===== src/rtl/bcd_seq_shifter.sv =====
// Sequential BCD digit shifter: moves a packed BCD operand left or right by a
// run-time digit count, one digit per clock, with guard/sticky/overflow reporting.
module bcd_seq_shifter #(
   parameter int NUM_DIGITS = 8,
   parameter int AMT_W      = $clog2(NUM_DIGITS + 1)
) (
   input  logic                    i_clk,
   input  logic                    i_rst,
   input  logic                    i_start,
   input  logic                    i_dir,
   input  logic [NUM_DIGITS*4-1:0] i_num,
   input  logic [3:0]              i_fill,
   input  logic [AMT_W-1:0]        i_amt,
   output logic [NUM_DIGITS*4-1:0] o_num,
   output logic [3:0]              o_guard,
   output logic                    o_sticky,
   output logic                    o_ovf,
   output logic                    o_err,
   output logic                    o_busy,
   output logic                    o_done
);

   localparam int W = NUM_DIGITS * 4;

   typedef enum logic [1:0] {IDLE, SHIFT, DONE} state_t;

   state_t           state_q, state_d;
   logic [W-1:0]     num_q, num_d;
   logic             dir_q, dir_d;
   logic [3:0]       fill_q, fill_d;
   logic [3:0]       guard_q, guard_d;
   logic             sticky_q, sticky_d;
   logic             ovf_q, ovf_d;
   logic             err_q, err_d;
   logic [AMT_W-1:0] cnt_q, cnt_d;

   logic [AMT_W-1:0] amtClamp;
   logic             startErr;

   // Shift distance saturates at the operand width; any non-BCD digit raises err.
   always_comb begin
      amtClamp = (i_amt > AMT_W'(NUM_DIGITS)) ? AMT_W'(NUM_DIGITS) : i_amt;
      startErr = (i_fill > 4'd9);
      for (int k = 0; k < NUM_DIGITS; k++) begin
         if (i_num[k*4 +: 4] > 4'd9) begin
            startErr = 1'b1;
         end
      end
   end

   always_ff @(posedge i_clk) begin
      if (i_rst) begin
         state_q  <= IDLE;
         num_q    <= '0;
         dir_q    <= 1'b0;
         fill_q   <= '0;
         guard_q  <= '0;
         sticky_q <= 1'b0;
         ovf_q    <= 1'b0;
         err_q    <= 1'b0;
         cnt_q    <= '0;
      end else begin
         state_q  <= state_d;
         num_q    <= num_d;
         dir_q    <= dir_d;
         fill_q   <= fill_d;
         guard_q  <= guard_d;
         sticky_q <= sticky_d;
         ovf_q    <= ovf_d;
         err_q    <= err_d;
         cnt_q    <= cnt_d;
      end
   end

   always_comb begin
      state_d  = state_q;
      num_d    = num_q;
      dir_d    = dir_q;
      fill_d   = fill_q;
      guard_d  = guard_q;
      sticky_d = sticky_q;
      ovf_d    = ovf_q;
      err_d    = err_q;
      cnt_d    = cnt_q;

      unique case (state_q)
         IDLE: begin
            if (i_start) begin
               num_d    = i_num;
               dir_d    = i_dir;
               fill_d   = i_fill;
               guard_d  = '0;
               sticky_d = 1'b0;
               ovf_d    = 1'b0;
               err_d    = startErr;
               cnt_d    = amtClamp;
               state_d  = (amtClamp != '0) ? SHIFT : DONE;
            end
         end
         SHIFT: begin
            // Sticky collects the previous guard before the new digit falls out.
            if (dir_q) begin
               num_d = {num_q[W-5:0], fill_q};
               ovf_d = ovf_q | (num_q[W-1 -: 4] != 4'd0);
            end else begin
               num_d    = {fill_q, num_q[W-1:4]};
               sticky_d = sticky_q | (guard_q != 4'd0);
               guard_d  = num_q[3:0];
            end
            cnt_d = cnt_q - AMT_W'(1);
            if (cnt_q == AMT_W'(1)) begin
               state_d = DONE;
            end
         end
         DONE: begin
            state_d = IDLE;
         end
         default: begin
            state_d = IDLE;
         end
      endcase
   end

   assign o_num    = num_q;
   assign o_guard  = guard_q;
   assign o_sticky = sticky_q;
   assign o_ovf    = ovf_q;
   assign o_err    = err_q;
   assign o_busy   = (state_q != IDLE);
   assign o_done   = (state_q == DONE);

endmodule

===== config.mk =====
export PLATFORM = sky130hd
export DESIGN_NAME = bcd_seq_shifter
export DESIGN_NICKNAME = d
export VERILOG_FILES = /design/src/rtl/bcd_seq_shifter.sv
export SDC_FILE = /design/constraint.sdc
export NUM_CORES = 1
export LEC_CHECK = 0
export CAP_MARGIN = 20
export CORE_AREA = 2 2 78 80
export DETAILED_ROUTE_END_ITERATION = 12
export DIE_AREA = 0 0 80 82
export PLACE_DENSITY = 0.84
export REMOVE_ABC_BUFFERS = 1
export SLEW_MARGIN = 20
export SYNTH_ARGS = -nofsm -noshare
export SYNTH_HDL_FRONTEND = slang
export SYNTH_SLANG_ARGS = --single-unit

===== constraint.sdc =====
create_clock -name i_clk -period 2.25 [get_ports i_clk]
set_input_delay 0.3375 -clock i_clk [delete_from_list [all_inputs] [get_ports i_clk]]
set_output_delay 0.3375 -clock i_clk [all_outputs]
set_load 0.01 [all_outputs]

==> impl_metrics.yaml <==
yosys:
  ys_top_cells_by_count: "nor2_1 (110), dfxtp_1 (50), mux2i_1 (37)"
  synth-compound-area-share: 0.159
  synth_edf_count: 0
  synthAdderAreaFrac: 0.00887
  synth_flop_cell: "dfxtp_1"
  synth_area_leaders: "dfxtp_1 (35%), nor2_1 (15%), mux2i_1 (13%)"
  yosysMostFrequentCell: "nor2_1"
  syn_inst: 358
  yosys-mux-area-fraction: 0.131
  syn_avg_cell_area_um2: 7.88
  synth_top_area_frac: 0.355
  yosys_register_bits: 50
  synth_top_area_cell: "dfxtp_1"
  synth_area_um2: 2820
  synth-async-reset-ratio: 0
  ys_types: 36
  yosysSeqAreaShare: 0.355
  synth_top_family_by_area: "simple AND/OR/NAND/NOR gates"
  synth_xor_area_frac: 0
  yosys.area_share.simple: 0.270
  yosys_warnings: 0
clock_network:
  cts_buffers: 5
  cts_max_level: 2
  clkTransAtPathRegs_ps: 100
  clk_latency_ps: 310
  cts-hold-fix-buffers: 0
  cts_buffer_depth: 2
  root_buffer: "clkbuf_8"
  clkSinkCount: 50
  cts_resized: 0
  post_cts_buffers: 0
  cts_tree: "yes"
critical_path:
  path_cells: "buf_4 > or2_2 > clkdlybuf4s50_1"
  critPathRequiredTime_ps: 1910
  path_max_fanout: 18
  worstSetupPathType: "flop to output port"
  crit_start: "state_q[1]"
  end_kind: "output port"
  arrival_ps: 1650
  r2r_start: "state_q[0]"
  crit_family: "buffers and inverters"
  critPathMaxStageDelay_ps: 480
  startpoint_type: "flop"
  critPathSlowestCell: "clkdlybuf4s50_1"
  crit_buf_inv: 2
drt:
  via_count: 2892
  routed_wl_um: 8100
  route.detailed.drc: 0
  vias_per_cell: 5.69
  dr.pass1.iters: 4
  first_iter_violations: 274
  drt.antenna.violating_nets: 0
  wl_per_cell_um: 15.9
layout:
  diodes: 0
  final_cells: 508
  drive_above_1_share: 0.0924
  syn_to_final_growth_pct: 34.9
  layout.nets: 478
global_route:
  antenna_found_initial: 0
  track_usage: 0.243
  grt_pass1_vias: 2683
  grt_pass1_wl_um: 12700
  grt-ovfl-total: 0
  grt_max_degree: 31
worst_hold_path:
  hp-class: "flop to flop"
  min-delay-start: "o_guard[2]"
timing:
  min_period_ps: 1990
  min_period_over_period: 0.883
  maxSlewHeadroom: 0.568
  tightest_slew_ps: 647
  hold_viol_final: 0
  rsz0062_at_grt: "no"
  finalSetupViolCount: 0
  final_max_slew_viol_count: 0
  fmax_mhz: 503
  fin_skew_ps: 8.09
  worst_slack_ps: 263
power:
  pwr-share-seq: 0.406
  switchingPower_uw: 863
  sw_frac_of_total: 0.315
  peakVddDrop_uv: 354
  pwr-share-comb: 0.315
  p_per_area_nw_per_um2: 720
  pwr-share-clk: 0.278
  p_leak_nw: 1.46
  intPower_mw: 1.88
place:
  place.gp.congestion: 0.894
  placedCellCount: 500
  place_ws_ps: 437
  io_buffers: 84
  hpwl_um: 5720
floorplanning:
  die_w_um: 80
  row_count: 28
  io_pins: 85
  core_um2: 5750
  initial_core_util: 0.491
  die_area_um2: 6560
  die_h_um: 82
run:
  maxCapViolCount: 0
outcome:
  status: "finished clean"
-- flip-flops by register name, indices dropped and copies added (netlist names) --
| signal | count |
|---|---|
| o_sticky | 1 |
| o_err | 1 |
| o_ovf | 1 |
| state_q | 2 |
| dir_q | 1 |
| cnt_q | 4 |
| fill_q | 4 |
| o_guard | 4 |
| o_num | 32 |
-- worst register-to-register path: cells and delay by family (launching register included) --
family          cells  cell delay (ps)
simple gates        3              300
flops               1              420
buf+inv             2              670
compound gates      1              200
-- final timing paths --
kind                     end  slack [ps]  cells past startpoint
setup reg to reg   o_num[21]         570                      6
setup / recovery      o_busy         260                      3
hold / removal    o_guard[2]         480                      2
hold reg to reg   o_guard[2]         480                      2
-- layout by cell type (no fill, tap or decap), types with 9 or more instances in the layout --
master,count
o21ai_0,11
clkdlybuf4s50_1,83
nor3_1,33
nor2_1,110
buf_4,13
mux2i_1,37
dfxtp_1,48
a21oi_1,9
a22oi_1,23
-- power groups by stage --
stage / Sequential [mW] / Combinational, mW / Clock [mW]
finish: 1.11 / 0.864 / 0.763
global route: 1.13 / 0.946 / 0.801
CTS: 1.11 / 0.862 / 0.766
detailed placement: 1.13 / 0.855 / 0
global placement: 1.13 / 0.833 / 0
floorplan: 1.18 / 0.391 / 0
-- per-stage QoR --
stage          TNS [ps]   util  cell area [um2]  hold slack, ps  total power, mW
6_report              0  0.663             3810             479             2.74
5_1_grt               0  0.663             3810             509             2.87
3_3_place_gp          0  0.639             3670             453             1.96
2_1_floorplan    -16200      -             2620             407             1.57
3_5_place_dp          0  0.639             3670             464             1.98
4_1_cts               0  0.663             3810             479             2.74
-- logic make-up after synthesis --
| family | after synthesis |
|---|---|
| and+or+nand+nor | 173 |
| AOI/OAI and AO/OA | 61 |
| muxes | 37 |
| buffers and inverters | 35 |
| DFF | 50 |
| adders and majority gates | 2 |
-- final cells by class --
type / count / area, um2
inverter: 4 / 15.0
tap: 75 / 93.8
clock buffer: 5 / 68.8
multi-input combinational: 273 / 1600
fill: 487 / 1940
clock inverter: 3 / 68.8
timing repair buffer: 98 / 953
sequential: 50 / 1000
-- per-layer routing --
| metal | global-route usage | wire [um] |
|---|---|---|
| met1 | 0.330 | 3660 |
| met2 | 0.393 | 3820 |
| met3 | 0.0462 | 509 |
| met4 | 0.0712 | 109 |
| met5 | 0 | 0 |
Power figures use the tool's default switching activity.
